### src/rtl/srambo_pkg.sv
// Shared constants for srambo_2: mode encodings, PIA and Axlon addresses, decode
// blocks and the per-mode mapping of PORTB bits onto bank-number bits.
package srambo_pkg;

  typedef enum logic [1:0] {
    MODE_RAMBO     = 2'd0,
    MODE_COMPY     = 2'd1,
    MODE_AXLON     = 2'd2,
    MODE_RAMBO_ALT = 2'd3
  } mode_e;

  localparam logic [15:0] PIA_PORTB_ADDR = 16'hD301;
  localparam logic [15:0] PIA_PBCTL_ADDR = 16'hD303;

  // $CFC0-$CFFF is one 64-byte page: match addr[15:6]
  localparam logic [9:0] AXLON_PAGE = 10'h33F;

  localparam logic [1:0] WINDOW_BASE  = 2'b01;     // $4000-$7FFF, addr[15:14]
  localparam logic [3:0] OS_C_BLK     = 4'hC;      // $C000-$CFFF, addr[15:12]
  localparam logic [4:0] IO_BLK       = 5'b11010;  // $D000-$D7FF, addr[15:11]
  localparam logic [4:0] MATH_BLK     = 5'b11011;  // $D800-$DFFF, addr[15:11]
  localparam logic [4:0] SELFTEST_BLK = 5'b01010;  // $5000-$57FF, addr[15:11]
  localparam logic [2:0] OS_E_BLK     = 3'b111;    // $E000-$FFFF, addr[15:13]
  localparam logic [2:0] CART_A_BLK   = 3'b101;    // $A000-$BFFF, addr[15:13]
  localparam logic [2:0] CART_8_BLK   = 3'b100;    // $8000-$9FFF, addr[15:13]

  // Entry i names the PORTB bit that becomes bank bit i
  localparam logic [3:0][2:0] RAMBO_BANK_ORDER = {3'd6, 3'd5, 3'd3, 3'd2};
  localparam logic [3:0][2:0] COMPY_BANK_ORDER = {3'd7, 3'd6, 3'd3, 3'd2};

  function automatic logic [3:0] pick_bank(input logic [7:0] pb,
                                           input logic [3:0][2:0] order);
    logic [3:0] b;
    b = '0;
    for (int i = 0; i < 4; i++) b[i] = pb[order[i]];
    return b;
  endfunction

endpackage

### src/rtl/srambo_2_pia_portb_shadow.sv
// Snooped copy of the PIA port-B registers (ORB, DDRB, PBCTL) updated on the
// falling edge of o2; undriven port lines read high in the effective portb.
module pia_portb_shadow
  import srambo_pkg::*;
(
  input  logic        o2,
  input  logic        reset,
  input  logic [15:0] addr,
  input  logic [7:0]  data,
  input  logic        n_we,
  input  logic        n_ref,
  input  logic        halt,
  output logic        snoop_wr,
  output logic [7:0]  portb
);

  logic [7:0] orb;
  logic [7:0] ddrb;
  logic [7:0] pbctl;

  // Refresh and ANTIC cycles never carry a CPU write
  assign snoop_wr = n_ref & halt & ~n_we;

  always_ff @(negedge o2) begin
    if (reset) begin
      orb   <= '0;
      ddrb  <= '0;
      pbctl <= '0;
    end else if (snoop_wr) begin
      if (addr == PIA_PBCTL_ADDR) pbctl <= data;
      if (addr == PIA_PORTB_ADDR) begin
        if (pbctl[2]) orb  <= data;
        else          ddrb <= data;
      end
    end
  end

  assign portb = orb | ~ddrb;

  // Only the register-select bit of PBCTL steers anything here
  logic unused_pbctl;
  assign unused_pbctl = ^{pbctl[7:3], pbctl[1:0]};

endmodule

### src/rtl/srambo_2.sv
// SRAM expansion controller: PORTB-shadowed banking, ROM hold bits and memory decode.
// SRAMBO_AXLON_EN adds the Axlon bank register at $CFC0-$CFFF used in mode 2.
module srambo_2
  import srambo_pkg::*;
#(
  parameter int BANK_BITS = 4,
  parameter int RAM_AW    = 15 + BANK_BITS
) (
  input  logic              o2,
  input  logic              reset,
  input  logic [15:0]       addr,
  input  logic [7:0]        data,
  input  logic              n_we,
  input  logic              n_ref,
  input  logic              halt,
  input  logic [1:0]        mode,
  input  logic              rd4,
  input  logic              rd5,
  input  logic              n_mpd,
  output logic [RAM_AW-1:0] ram_addr,
  output logic              bank_hit,
  output logic [7:0]        portb,
  output logic              n_os,
  output logic              n_basic,
  output logic              n_io,
  output logic              n_s4,
  output logic              n_s5,
  output logic              n_ci
);

`ifdef SRAMBO_AXLON_EN
  localparam int MAX_BANK_BITS = 8;
`else
  localparam int MAX_BANK_BITS = 4;
`endif

  if (BANK_BITS < 2 || BANK_BITS > MAX_BANK_BITS) begin : g_bank_bits_check
    $error("srambo_2: BANK_BITS out of range for this build");
  end

  logic snoop_wr;

  pia_portb_shadow u_shadow (
    .o2       (o2),
    .reset    (reset),
    .addr     (addr),
    .data     (data),
    .n_we     (n_we),
    .n_ref    (n_ref),
    .halt     (halt),
    .snoop_wr (snoop_wr),
    .portb    (portb)
  );

  logic halt_r;
  logic os_r, basic_r, st_r;
  logic os_hold, basic_hold, st_hold;
  logic reload;

  // In Compy Shop pb4 and pb5 are bank enables, so ROM bits track portb only
  // while both are off; the registers carry the last unbanked state.
  assign reload     = portb[4] & (portb[5] | (mode != MODE_COMPY));
  assign os_hold    = reload ? portb[0] : os_r;
  assign basic_hold = reload ? portb[1] : basic_r;
  assign st_hold    = reload ? portb[7] : st_r;

  always_ff @(negedge o2) begin
    if (reset) begin
      halt_r  <= 1'b1;
      os_r    <= 1'b1;
      basic_r <= 1'b1;
      st_r    <= 1'b1;
    end else begin
      halt_r  <= halt;
      os_r    <= os_hold;
      basic_r <= basic_hold;
      st_r    <= st_hold;
    end
  end

`ifdef SRAMBO_AXLON_EN
  localparam logic [7:0] AXL_MASK = 8'((16'd1 << BANK_BITS) - 16'd1);
  logic [7:0] axl_r;

  always_ff @(negedge o2) begin
    if (reset)                                 axl_r <= '0;
    else if (snoop_wr && addr[15:6] == AXLON_PAGE) axl_r <= data & AXL_MASK;
  end
`endif

  logic                 bank_en;
  logic [7:0]           bank_full;
  logic [BANK_BITS-1:0] bank;

  always_comb begin
    bank_en   = ~portb[4];
    bank_full = '0;
    case (mode)
      MODE_COMPY: begin
        bank_en        = (~portb[4] & halt_r) | (~portb[5] & ~halt_r);
        bank_full[3:0] = pick_bank(portb, COMPY_BANK_ORDER);
      end
`ifdef SRAMBO_AXLON_EN
      MODE_AXLON: begin
        bank_en   = |axl_r;
        bank_full = axl_r;
      end
`endif
      default: bank_full[3:0] = pick_bank(portb, RAMBO_BANK_ORDER);
    endcase
  end

  assign bank     = bank_full[BANK_BITS-1:0];
  assign bank_hit = (addr[15:14] == WINDOW_BASE) & bank_en;

  logic unused_bank;
  assign unused_bank = ^bank_full;

  always_comb begin
    ram_addr = '0;
    if (bank_hit) ram_addr = {1'b1, bank, addr[13:0]};
    else          ram_addr[15:0] = addr;
  end

  logic os_sel, basic_sel, io_sel, s4_sel, s5_sel;

  always_comb begin
    os_sel    = n_ref & os_hold &
                ((addr[15:12] == OS_C_BLK) |
                 ((addr[15:11] == MATH_BLK) & n_mpd) |
                 (addr[15:13] == OS_E_BLK) |
                 ((addr[15:11] == SELFTEST_BLK) & ~st_hold & ~bank_hit));
    basic_sel = n_ref & (addr[15:13] == CART_A_BLK) & ~basic_hold & ~rd5;
    io_sel    = n_ref & (addr[15:11] == IO_BLK);
    s4_sel    = n_ref & rd4 & (addr[15:13] == CART_8_BLK);
    s5_sel    = n_ref & rd5 & (addr[15:13] == CART_A_BLK);
  end

  assign n_os    = ~os_sel;
  assign n_basic = ~basic_sel;
  assign n_io    = ~io_sel;
  assign n_s4    = ~s4_sel;
  assign n_s5    = ~s5_sel;
  assign n_ci    = ~(os_sel | basic_sel | io_sel | s4_sel | s5_sel | ~n_ref);

endmodule

### config.mk
export PLATFORM = sky130hd
export DESIGN_NAME = srambo_2
export DESIGN_NICKNAME = d
export VERILOG_FILES = /design/src/rtl/srambo_pkg.sv /design/src/rtl/srambo_2_pia_portb_shadow.sv /design/src/rtl/srambo_2.sv
export SDC_FILE = /design/constraint.sdc
export NUM_CORES = 1
export LEC_CHECK = 0
export CAP_MARGIN = 20
export CORE_ASPECT_RATIO = 0.5
export CORE_UTILIZATION = 40
export CTS_CLUSTER_SIZE = 8
export DETAILED_ROUTE_END_ITERATION = 6
export PLACE_DENSITY = 0.8
export RECOVER_POWER = 100
export SLEW_MARGIN = 20
export SYNTH_ARGS = -nofsm -noshare
export SYNTH_HDL_FRONTEND = slang
export SYNTH_HIERARCHICAL = 1
export SYNTH_SLANG_ARGS = --single-unit
export TNS_END_PERCENT = 50
### constraint.sdc
create_clock -name o2 -period 5.2 [get_ports o2]
set_input_delay 0.52 -clock o2 [delete_from_list [all_inputs] [get_ports o2]]
set_output_delay 0.52 -clock o2 [all_outputs]
set_load 0.01 [all_outputs]
==> impl_metrics.py <==
metrics = {
    "synth": {
        "synthMuxAreaShare": 0.0308,
        "synth_simple_gate_area_frac": 0.331,
        "synth_flop_cell": "dfxtp_1",
        "synth_xor_area_frac": 0,
        "synth_edf_count": 0,
        "syn_area_per_cell_um2": 8.32,
        "yosys_warnings": 6,
        "synthDistinctLibCells": 38,
        "synthArstFlopShare": 0,
        "synth_compound_area_frac": 0.170,
        "synth_top_family_by_area": "simple AND/OR/NAND/NOR gates",
        "syn-cell-area_um2": 1340,
        "synthAdderAreaFrac": 0,
        "ys_ff_latch": 21,
        "syn_nets": 195,
        "syn_inst": 161,
        "synth.yosys.seq_area_share": 0.314,
    },
    "global_routing": {
        "grt_pass1_wl_um": 5750,
        "grt.overflow.total": 0,
        "track_usage": 0.206,
        "grt_pass1_vias": 1270,
        "grt_max_degree": 22,
        "antenna_found_initial": 0,
    },
    "detailed_routing": {
        "firstDrtPassIters": 7,
        "drt-vias-per-instance": 5.15,
        "ant_nets": 0,
        "drc_errors": 5,
        "vias": 1416,
        "drt-total-wl_um": 3690,
        "wl_per_cell_um": 13.4,
        "drt-initial-drc-count": 42,
    },
    "placed_design": {
        "port_buffers": 67,
        "gp_congestion": 0.727,
        "placed_area_um2": 1930,
        "dp_hpwl_um": 2680,
    },
    "layout": {
        "antenna_cells": 0,
        "syn_to_final_growth_pct": 54.4,
        "multi_input_area_um2": 742,
        "final-seq-area_um2": 422,
        "finish.instance_area_um2": 2070,
        "fillers": 270,
        "drive_above_1_share": 0.102,
        "nets": 270,
    },
    "die": {
        "rows": 14,
        "dieHeight_um": 42.9,
        "io_pins": 68,
        "fp.dieW_um": 83.9,
        "core_um2": 3100,
        "die-area_um2": 3600,
        "initial_core_util": 0.432,
    },
    "setup_path": {
        "r2r_cells": 3,
        "worstSetupStartpointType": "register",
        "r2r-end": "u_shadow/orb[0]$_SDFFE_NP0P_",
        "path_buf_inv": 2,
        "crit_chain": "nand2b_4 -> o21ai_2 -> buf_4 -> mux2i_1 -> or4_4 -> dlygate4sd2_1",
        "cp_max_fo": 3,
        "slowest_stage": "or4_4",
        "regToRegSetupSlack_ps": 3640,
        "setup.worst_path.end_class": "output port",
        "required_ps": 4680,
        "crit_path_start": "u_shadow/orb[5]$_SDFFE_NP0P_",
        "cp_top_family": "simple AND/OR/NAND/NOR gates",
        "slowest_delay_ps": 540,
        "r2r_start": "u_shadow/pbctl[2]$_SDFFE_NP0P_",
        "cp-endpoint": "n_os",
        "path_class": "register to output port",
        "critPathArrivalTime_ps": 4560,
        "cp_num_cells": 6,
    },
    "sta": {
        "skew_ps": 14.6,
        "rsz0062_at_grt": "false",
        "tightest_slew_ps": 868,
        "holdWs_ps": 466,
        "slew_viol_final": 0,
        "setup_viol": 0,
        "timing.slew.headroom": 0.421,
        "hold_violations": 0,
    },
    "outcome": {
        "outcome": "finished, violations left",
        "violations": "design-rule violations",
    },
    "cts": {
        "clock_latency_ps": 350,
        "clock_sinks": 21,
        "cts-htree-levels": 1,
        "hold_buffers": 0,
        "clkTransAtPathRegs_ps": 30,
        "cts.root.buffer_cell": "clkbuf_8",
        "clk_path_buf_depth": 2,
        "numCtsBuffers": 3,
        "cts_tree": "done",
    },
    "pwr": {
        "total_power_mw": 0.405,
        "peakVddDrop_v": 0.000120,
        "p_leak_nw": 0.784,
        "powerDensity_nw_per_um2": 196,
    },
    "job": {
        "drv_cap": 0,
    },
    "hold_path": {
        "hp-class": "register to register",
    },
}
-- repair_timing --
item                       in CTS  in global routing
resized for setup              12                  4
buffers inserted                1                  0
setup endpoints to repair       8                  2
pin swaps                       2                  2
-- sequential cells by signal (all words and copies together), names as in the netlist --
name            count
st_r                1
u_shadow/ddrb       8
halt_r              1
u_shadow/pbctl      1
u_shadow/orb        8
basic_r             1
os_r                1
-- how the worst min path moves through the flow --
stage / from / slack (ps) / depth (start not counted) / to
2_1_floorplan: u_shadow/orb[0]$_SDFFE_NP0P_ / 440 / 2 / u_shadow/orb[0]$_SDFFE_NP0P_
3_3_place_gp: u_shadow/orb[3]$_SDFFE_NP0P_ / 460 / 2 / u_shadow/orb[3]$_SDFFE_NP0P_
3_5_place_dp: u_shadow/orb[1]$_SDFFE_NP0P_ / 460 / 2 / u_shadow/orb[1]$_SDFFE_NP0P_
4_1_cts: u_shadow/orb[1]$_SDFFE_NP0P_ / 470 / 2 / u_shadow/orb[1]$_SDFFE_NP0P_
5_1_grt: u_shadow/orb[2]$_SDFFE_NP0P_ / 490 / 2 / u_shadow/orb[2]$_SDFFE_NP0P_
6_report: u_shadow/orb[1]$_SDFFE_NP0P_ / 470 / 2 / u_shadow/orb[1]$_SDFFE_NP0P_
-- power breakdown --
group | internal (mW) | total, mW | switching (mW) | leakage [nW]
Combinational | 0.0387 | 0.0639 | 0.0252 | 0.476
Sequential | 0.162 | 0.163 | 0.000242 | 0.170
Clock | 0.0763 | 0.178 | 0.102 | 0.138
Total | 0.277 | 0.405 | 0.127 | 0.784
-- per-stage QoR --
step	std cells	utilization	setup WS (ps)	setup TNS, ps
floorplan	161	-	414	0
global placement	251	0.622	40.2	0
detailed placement	251	0.622	13.5	0
CTS	275	0.674	-24.3	-24.3
global route	275	0.667	19.6	0
finish	275	0.667	116	0
-- Yosys cell counts (all sizes together), types with 2 or more instances --
master  number  area, um2
o21ai       19       98.9
a21oi       18       90.1
inv          6       22.5
and3b        2       17.5
nor4b        3       38.8
nor3b        2       15.0
nand3b       5       37.5
nand4b       8       70.1
clkbuf       4       17.5
nand3        3       15.0
mux2i        3       30.0
nand2        8       30.0
or2          2       12.5
nand2b       9       63.8
dfxtp       21        420
nor2         5       18.8
buf         20        166
nand4       10       62.6
-- worst reg2reg max path, stage by stage (launching register included) --
cell and delay [ps]:
dfxtp_1 640, nand3b_1 350, o21ai_0 310, a21oi_1 110
-- cells by family after synthesis --
family / Yosys count
buffers and inverters: 30
AO/OA/AOI/OAI: 42
multiplexers: 4
flip-flops: 21
AND/OR/NAND/NOR: 64
-- area by class of cell --
type | instances | area share
flip-flops and latches | 21 | 0.204
multi-input cells | 110 | 0.359
repair buffers | 75 | 0.344
inverters | 4 | 0.00726
well taps | 40 | 0.0242
clock inverters | 22 | 0.0423
clock buffers | 3 | 0.0200
-- per-layer routing --
metal  GRT usage  wire [um]  share of wire
met5           0          0              0
met1       0.246       1520           0.41
met4      0.0621          0              0
met2       0.367       1920           0.52
met3      0.0584        251          0.068
-- layout by cell type (no fill, tap or decap), types with 2 or more instances in the layout --
cell type,synthesis,routed
nand3_1,3,3
clkbuf_1,2,2
dfxtp_1,21,20
nand2b_1,8,6
or2_2,2,2
nand4b_1,8,8
nor2_1,5,5
nand3b_1,5,5
dlygate4sd3_1,0,28
and3b_1,2,2
a21oi_1,18,18
mux2i_1,3,3
nand2b_4,1,3
clkbuf_8,0,3
clkdlybuf4s50_1,0,35
clkbuf_2,2,2
buf_4,16,5
nand4_1,10,10
dlygate4sd2_1,0,3
nand2_1,8,7
nor4b_1,1,2
inv_1,6,25
o21ai_0,18,17
Note: power is estimated with default switching activity, not from simulation.
